File: src/rtl/echo_sched.sv
// Echo scheduler: passes live note events straight to the voice logic and
// replays each one as a train of decaying echo taps held in a small table
// of pending entries, timed against a tick-driven timestamp.
module echo_sched #(
   parameter int SLOTS = 8,
   parameter int TW    = 16
) (
   input  logic          clk,
   input  logic          reset,
   input  logic          en,
   input  logic          tick,
   input  logic [TW-1:0] delay,
   input  logic [1:0]    repeats,
   input  logic          ev_valid,
   output logic          ev_ready,
   input  logic          ev_on,
   input  logic [6:0]    ev_note,
   input  logic [6:0]    ev_vel,
   output logic          out_valid,
   input  logic          out_ready,
   output logic          out_on,
   output logic [6:0]    out_note,
   output logic [6:0]    out_vel,
   output logic          out_echo,
   output logic [7:0]    drop_cnt
);

   localparam int IW = (SLOTS > 1) ? $clog2(SLOTS) : 1;

   // timestamp
   logic [TW-1:0]    now_q, now_d;

   // pending echo table
   logic [SLOTS-1:0] valid_q, valid_d;
   logic [SLOTS-1:0] on_q, on_d;
   logic [TW-1:0]    due_q  [SLOTS];
   logic [TW-1:0]    due_d  [SLOTS];
   logic [6:0]       note_q [SLOTS];
   logic [6:0]       note_d [SLOTS];
   logic [6:0]       vel_q  [SLOTS];
   logic [6:0]       vel_d  [SLOTS];
   logic [1:0]       left_q [SLOTS];
   logic [1:0]       left_d [SLOTS];

   // output register and drop counter
   logic             out_valid_q, out_valid_d;
   logic             out_on_q, out_on_d;
   logic [6:0]       out_note_q, out_note_d;
   logic [6:0]       out_vel_q, out_vel_d;
   logic             out_echo_q, out_echo_d;
   logic [7:0]       drop_q, drop_d;

   // decision signals
   logic             slot_free;
   logic             live_acc;
   logic             wants_entry;
   logic             keep_entry;
   logic [TW-1:0]    dly_eff;
   logic [6:0]       ev_vel_half;
   logic [6:0]       tap_vel_half;
   logic [SLOTS-1:0] is_due;
   logic             due_hit;
   logic [IW-1:0]    due_idx;
   logic             free_hit;
   logic [IW-1:0]    free_idx;

   // An entry is due once now has reached or passed its due time; the
   // half-range window keeps late entries firing across a timestamp wrap.
   for (genvar g = 0; g < SLOTS; g++) begin : g_due
      logic [TW-1:0] age;
      assign age       = now_q - due_q[g];
      assign is_due[g] = valid_q[g] && !age[TW-1];
   end

   // Shared handshake and arithmetic terms.
   always_comb begin
      slot_free    = !out_valid_q || out_ready;
      live_acc     = ev_valid && en && slot_free;
      dly_eff      = (delay == '0) ? TW'(1) : delay;
      ev_vel_half  = ev_vel >> 1;
      wants_entry  = (repeats != 2'd0) && (!ev_on || (ev_vel_half != 7'd0));
   end

   // Lowest-index due entry (emission order) and lowest-index empty entry.
   always_comb begin
      due_hit  = 1'b0;
      due_idx  = '0;
      free_hit = 1'b0;
      free_idx = '0;
      for (int i = SLOTS - 1; i >= 0; i--) begin
         if (is_due[i]) begin
            due_hit = 1'b1;
            due_idx = IW'(i);
         end
         if (!valid_q[i]) begin
            free_hit = 1'b1;
            free_idx = IW'(i);
         end
      end
   end

   // Decide whether the tap just fired should be re-armed for another tap.
   always_comb begin
      tap_vel_half = vel_q[due_idx] >> 1;
      keep_entry   = (left_q[due_idx] != 2'd0) &&
                     (!on_q[due_idx] || (tap_vel_half != 7'd0));
   end

   // Next-state for timestamp, table, output register and drop counter.
   always_comb begin
      now_d       = now_q;
      valid_d     = valid_q;
      on_d        = on_q;
      due_d       = due_q;
      note_d      = note_q;
      vel_d       = vel_q;
      left_d      = left_q;
      out_valid_d = out_valid_q && !out_ready;
      out_on_d    = out_on_q;
      out_note_d  = out_note_q;
      out_vel_d   = out_vel_q;
      out_echo_d  = out_echo_q;
      drop_d      = drop_q;

      if (en && tick) begin
         now_d = now_q + TW'(1);
      end

      if (!en) begin
         // halted: pending echoes are flushed, only a held output may drain
         valid_d = '0;
      end else if (live_acc) begin
         out_valid_d = 1'b1;
         out_on_d    = ev_on;
         out_note_d  = ev_note;
         out_vel_d   = ev_vel;
         out_echo_d  = 1'b0;
         if (wants_entry) begin
            if (free_hit) begin
               valid_d[free_idx] = 1'b1;
               on_d[free_idx]    = ev_on;
               due_d[free_idx]   = now_q + dly_eff;
               note_d[free_idx]  = ev_note;
               vel_d[free_idx]   = ev_vel_half;
               left_d[free_idx]  = repeats - 2'd1;
            end else if (drop_q != 8'hFF) begin
               drop_d = drop_q + 8'd1;
            end
         end
      end else if (slot_free && due_hit) begin
         out_valid_d = 1'b1;
         out_on_d    = on_q[due_idx];
         out_note_d  = note_q[due_idx];
         out_vel_d   = vel_q[due_idx];
         out_echo_d  = 1'b1;
         if (keep_entry) begin
            // step from the old due time so late taps keep their spacing
            due_d[due_idx]  = due_q[due_idx] + dly_eff;
            vel_d[due_idx]  = tap_vel_half;
            left_d[due_idx] = left_q[due_idx] - 2'd1;
         end else begin
            valid_d[due_idx] = 1'b0;
         end
      end
   end

   // State registers; reset discards pending echoes and any held output.
   always_ff @(posedge clk or posedge reset) begin
      if (reset) begin
         now_q       <= '0;
         valid_q     <= '0;
         on_q        <= '0;
         for (int i = 0; i < SLOTS; i++) begin
            due_q[i]  <= '0;
            note_q[i] <= '0;
            vel_q[i]  <= '0;
            left_q[i] <= '0;
         end
         out_valid_q <= 1'b0;
         out_on_q    <= 1'b0;
         out_note_q  <= '0;
         out_vel_q   <= '0;
         out_echo_q  <= 1'b0;
         drop_q      <= '0;
      end else begin
         now_q       <= now_d;
         valid_q     <= valid_d;
         on_q        <= on_d;
         due_q       <= due_d;
         note_q      <= note_d;
         vel_q       <= vel_d;
         left_q      <= left_d;
         out_valid_q <= out_valid_d;
         out_on_q    <= out_on_d;
         out_note_q  <= out_note_d;
         out_vel_q   <= out_vel_d;
         out_echo_q  <= out_echo_d;
         drop_q      <= drop_d;
      end
   end

   assign ev_ready  = en && slot_free;
   assign out_valid = out_valid_q;
   assign out_on    = out_on_q;
   assign out_note  = out_note_q;
   assign out_vel   = out_vel_q;
   assign out_echo  = out_echo_q;
   assign drop_cnt  = drop_q;

endmodule
File: config.mk
export PLATFORM = sky130hd
export DESIGN_NAME = echo_sched
export DESIGN_NICKNAME = d
export VERILOG_FILES = /design/src/rtl/echo_sched.sv
export SDC_FILE = /design/constraint.sdc
export NUM_CORES = 1
export LEC_CHECK = 0
export CAP_MARGIN = 20
export CORE_UTILIZATION = 45
export DETAILED_ROUTE_END_ITERATION = 8
export PLACE_DENSITY = 0.73
export SYNTH_ARGS = -nofsm -noshare
export SYNTH_HDL_FRONTEND = slang
export SYNTH_SLANG_ARGS = --single-unit
export TNS_END_PERCENT = 50
File: constraint.sdc
create_clock -name clk -period 12.65 [get_ports clk]
set_input_delay 1.265 -clock clk [delete_from_list [all_inputs] [get_ports clk]]
set_output_delay 1.265 -clock clk [all_outputs]
set_load 0.02 [all_outputs]
**Yosys cells after proc, flatten, opt, wreduce, memory -nomap -nowiden**

Index checks and enable logic that the tools add are counted.

- Flip-flop bits (word level): 313
- Output and inout bits: 26
- Logic and storage cells: 226

- $add $sub $neg: 14
- Order comparisons: 8
- Equality and inequality tests: 7
- Multiplexer cells: 103
- Bitwise operators: 6
- Reduce and logical (&&, ||, !) cells: 47

Operators with widths:

| kind | count |
|---|---|
| two-way mux 128 bit | 5 |
| two-way mux 56 bit | 5 |
| bitwise mux 128 bit | 2 |
| bitwise mux 56 bit | 3 |
| two-way mux 16 bit | 10 |
| subtractor 16 bit | 8 |
| demux 16 bit (select 3 bit) | 2 |
| two-way mux 7 bit | 10 |
| binary-select mux 16 bit (select 3 bit) | 1 |
| two-way mux 3 bit | 16 |
| two-way mux 8 bit | 6 |
| binary-select mux 7 bit (select 3 bit) | 2 |
| demux 7 bit (select 3 bit) | 2 |
| adder 16 bit | 2 |
| bitwise mux 16 bit | 2 |
| two-way mux 1 bit | 26 |
| logical AND 1 bit | 20 |
| adder 16 x 1 -> 16 bit (second input constant) | 1 |
| zero test 16 bit | 1 |
| nonzero test 7 bit | 2 |
| demux 2 bit (select 3 bit) | 2 |
| zero test 1 bit | 12 |
| AND reduction 5 bit | 2 |
| adder 8 x 1 -> 8 bit (second input constant) | 1 |
| 24 further kinds | 42 |

**Logic depth before layout (Yosys ltp)**

- Depth in word-level cells: 22
- Mapped depth: 34
- Gate-level depth less buffers: 30

**Worst setup path after synthesis**

Ideal clock, no wire load.

- Kind: register to register
- From: register now_q[10]
- To: register due_q[111] (netlist name)
- Data arrival time: 6,524 ps
- Data required time: 12,526 ps
- Path slack: 6,002 ps
- Stages on the path, launching flop included: 32
- Period minus slack after synthesis: 6,648 ps
- Path through: dfrtp_1 ha_1 and3_1 a221o_1 a21oi_2 o21ai_2 mux2i_4 a21oi_2 a21oi_4 o21ai_2 buf_6 clkbuf_1 clkbuf_1 clkbuf_1 nor2_1 a21oi_1 o22ai_1 nor2_1 ha_1 a21oi_1 o21bai_1 a221o_1 a21oi_1 nor2_1 a211o_1 a21o_1 a21oi_1 o21a_1 o21ai_0 xnor3_1 a22oi_1 o2bb2ai_1

- Cells in the longest elaborated chain, start to end: 20
- Elaborated cells between the ends (all ways): 75

Ends and longest elaborated chain:

| element | RTL line | text |
|---|---|---|
| start, declared | 31 | `logic [TW-1:0] now_q, now_d;` |
| start signal, assigned | 186 | `now_q <= now_d;` |
| subtractor 16 bit | 71 | `assign age = now_q - due_q[g];` |
| zero test 1 bit | 72 | `assign is_due[g] = valid_q[g] && !age[TW-1];` |
| logical AND 1 bit | 72 |  |
| two-way mux 3 bit (8 in series) | 91 | `if (is_due[i]) begin` |
| NOT 3 -> 4 bit (not written as such) | 104, 105, 158 |  |
| binary-select mux 16 bit (select 3 bit) (tied with other cells) | 158 | `due_d[due_idx] = due_q[due_idx] + dly_eff;` |
| two-way mux 16 bit (not written as such) (tied with other cells) | 158 |  |
| two-way mux 16 bit (not written as such) / two-way mux 7 bit (equally long branches) | 158, 104 |  |
| adder 16 bit (tied with other cells) | 158 |  |
| bitwise mux 128 bit / logical OR 1 bit (equally long branches) | 158, 106 |  |
| two-way mux 128 bit / logical AND 1 bit (equally long branches) | 156, 105 |  |
| two-way mux 128 bit / nonzero test 2 bit (equally long branches) | n/a |  |
| two-way mux 128 bit / AND reduction 5 bit (equally long branches) | n/a |  |
| end signal, assigned | 189 | `due_q <= due_d;` |
| end, declared | 36 | `logic [TW-1:0] due_q [SLOTS];` |

Parallel ways exist; a longest one is shown, timed or not. The select of a mux whose other input is x is not followed.
A chain may end at the register's enable or synchronous reset.

**Final worst setup path**

- From: register now_q[8]
- To: register due_q[31] (netlist name)

The elaborated chain is that of the path after synthesis.

==> results_dict.tcl <==
set metrics [dict create \
    status "complete, no violations" \
    synth_area_leaders "dfrtp_1 39%, ha_1 9.5%, mux2_2 5.9%" \
    die_w_um 211 \
    grt_use_total 0.324 \
    power_leakage_nw 10.0 \
    diodes 0 \
    clockRootBuffer "clkbuf_16" \
    synthArstFlopShare 1.00 \
    grt_pass1_wl_um 109000 \
    finalWirelength_um 72400 \
    muxShareOfSynthArea 0.0737 \
    drt_first_pass_iters 6 \
    gr-total-overflow 0 \
    synth_area_um2 19600 \
    wl_per_cell_um 27.0 \
    register_area_um2 7630 \
    max_slew_margin 0.152 \
    drive_gt1_frac 0.120 \
    ir_drop_mv 0.135 \
    netlist_instances 2051 \
    fill_cells 3931 \
    path_class "reg2reg" \
    place.gp.congestion 1.05 \
    dp_slack_ps 4980 \
    cts_tree "built" \
    period_minus_slack_ps 7900 \
    drc 0 \
    yosysWarnings 0 \
    drtAntennaViolNets 0 \
    syn_area_per_cell_um2 9.54 \
    fin_cells 2681 \
    critPathCaptureType "flop" \
    post_cts_buffers 0 \
    powerDensity_nw_per_um2 162 \
    finalWorstSetupSlack_ps 4750 \
    die_h_um 211 \
    grt_max_degree 105 \
    multi_input_area_um2 10800 \
    grt_pass1_vias 17600 \
    dp_cells 2614 \
    setup-tns-final_ps 0 \
    fin_nets 2260 \
    yosysSeqAreaShare 0.390 \
    numPortBuffers 64 \
    cts_hold_buffers 0 \
    period_share 0.624 \
    placed_cell_area_um2 20700 \
    drt_iter0_drc 2355 \
    synthMostInstantiatedCell "dfrtp_1" \
    initial_core_util 0.455 \
    fin_area_um2 22100 \
    routed_via_density 6.69 \
    numCtsBuffers 35 \
    synth_simple_gate_area_share 0.0951 \
    synth_common_cells "305 x dfrtp_1, 178 x nand2_1, 171 x o22ai_1, 169 x a21oi_1, 148 x ha_1" \
    synthesis.nets 2240 \
    io_pins 65 \
    num_vias 17900 \
    tightest_slew_ps 1260 \
    cts_buffer_depth 3 \
    cts_resized 0 \
    core_um2 43000 \
    hold_path_class "reg2reg" \
    cp.required_ps 13080 \
    cts.clk_slew.worst_paths_ps 60 \
    finalClockSkew_ps 23.8 \
    synth_edf_count 0 \
    synth_top_family_by_area "compound AO/OA/AOI/OAI gates" \
    htreeDepth 2 \
    ys.flop_type "dfrtp_1" \
    cap_violations 0 \
    yosysTopAreaCell "dfrtp_1" \
    num_rows 76 \
    place_hpwl_um 47800 \
    syn_to_final_growth_pct 12.8 \
    setup_viol 0 \
    synthXorXnorAreaFrac 0.0271 \
    r2r_setup_slack_ps 4750 \
    synth_top_area_frac 0.390 \
    hold_violations 0 \
    dieArea_um2 44300 \
    ys_seq_elements 305 \
    insertion_delay_ps 560 \
    clock-sinks 305 \
    antenna_found_initial 1 \
    arrival_ps 8330 \
    cp_max_fo 13 \
    hold_slack_ps 487 \
    synth_cell_types 79 \
    cp-start-kind "flop" \
    final_util 0.514 \
    synth_adder_area_share 0.0967 \
    max_freq_ghz 0.127 \
    finalPower_mw 3.59 \
    rsz0062_at_grt "false" \
    slew_violations 0 \
    synth_compound_area_frac 0.258 \
]
## state kept, by name, summed over array words and instances (netlist names)
signal / count
drop_cnt: 8
out_valid: 1
now_q: 16
due_q: 128
out_on: 1
out_note: 7
on_q: 8
vel_q: 48
left_q: 16
note_q: 56
valid_q: 8
out_echo: 1
out_vel: 7
## placed cells by master (no fill, tap or decap), types with 5 or more instances in the layout
| cell | netlist | routed |
|---|---|---|
| inv_1 | 140 | 139 |
| nor2_1 | 130 | 128 |
| o211ai_1 | 7 | 7 |
| a211o_1 | 5 | 5 |
| a22oi_1 | 49 | 49 |
| bufinv_16 | 0 | 5 |
| a32o_1 | 8 | 8 |
| nor2b_1 | 9 | 9 |
| dfrtp_1 | 305 | 305 |
| a21o_1 | 19 | 18 |
| buf_4 | 9 | 45 |
| and3_1 | 6 | 6 |
| o2bb2ai_1 | 40 | 40 |
| o21bai_1 | 7 | 7 |
| xnor2_1 | 33 | 33 |
| clkbuf_16 | 0 | 35 |
| mux2_1 | 9 | 9 |
| a22o_1 | 105 | 105 |
| mux2_2 | 102 | 102 |
| a21oi_1 | 169 | 168 |
| clkdlybuf4s50_1 | 0 | 64 |
| nand3_1 | 34 | 34 |
| clkbuf_1 | 81 | 7 |
| o221a_2 | 8 | 8 |
| xor2_1 | 25 | 25 |
| nor3_1 | 13 | 13 |
| mux2i_1 | 14 | 14 |
| o21ai_1 | 12 | 12 |
| nor4_1 | 7 | 6 |
| a221oi_1 | 12 | 12 |
| nand2b_1 | 9 | 9 |
| buf_16 | 0 | 5 |
| clkbuf_8 | 0 | 8 |
| o221ai_1 | 7 | 7 |
| a31oi_4 | 8 | 8 |
| ha_1 | 148 | 148 |
| o21ai_0 | 43 | 43 |
| nand2_1 | 178 | 178 |
| o22ai_1 | 171 | 171 |
| nand4_1 | 14 | 14 |
## power by group
| group | total (mW) | switching [mW] | internal (mW) |
|---|---|---|---|
| clock network | 1.12 | 0.450 | 0.665 |
| logic | 1.29 | 0.818 | 0.475 |
| registers | 1.18 | 0.105 | 1.07 |
## critical path, cell delays in order (launching register included)
cell and delay (ps):
dfrtp_1 700, ha_1 340, a21o_1 160, nand3_1 90
a21oi_1 90, a211oi_1 500, a21o_1 240, nand2_1 310
nor4_2 1140, buf_4 340, a32oi_1 70, and3_1 200
ha_1 200, a21o_1 190, a21oi_1 310, o21bai_1 150
a221o_1 330, a21oi_1 220, nor2_1 70, a211o_1 300
a21o_1 190, a21oi_1 240, o21a_1 260, o21ai_0 250
xnor3_1 540, a22oi_1 220, o2bb2ai_1 110
## worst paths after layout
kind,from,cells past startpoint,to
min reg2reg,out_on,2,out_on
min,out_on,2,out_on
max in group asynchronous,reset,3,due_q[20]
min in group asynchronous,reset,2,drop_cnt[4]
max reg2reg,now_q[8],26,due_q[31]
max,now_q[8],26,due_q[31]
## per-layer routing
metal / part of all wire / routed length (um) / global-route usage
met1: 0.39 / 28500 / 0.435
met2: 0.43 / 31400 / 0.486
met3: 0.12 / 8400 / 0.0796
met4: 0.056 / 4060 / 0.162
met5: 0 / 0 / 0
## final cells by class
type	instances	share of cell area
Multi-Input combinational cell	1473	0.490
Clock inverter	12	0.00992
Timing Repair Buffer	115	0.0512
Clock buffer	50	0.0459
Inverter	141	0.0243
Sequential cell	305	0.346
Tap cell	585	0.0332
## kinds of logic (layout without fill, tap and decap cells)
group | count (synthesis) | in the layout
AO/OA/AOI/OAI | 710 | 710
XOR/XNOR | 59 | 59
multiplexers | 128 | 128
flip-flops | 305 | 305
AND/OR/NAND/NOR | 426 | 426
adder cells (fa/ha/maj) | 150 | 150
buffers and inverters | 273 | 318
Power figures use the tool's default switching activity.
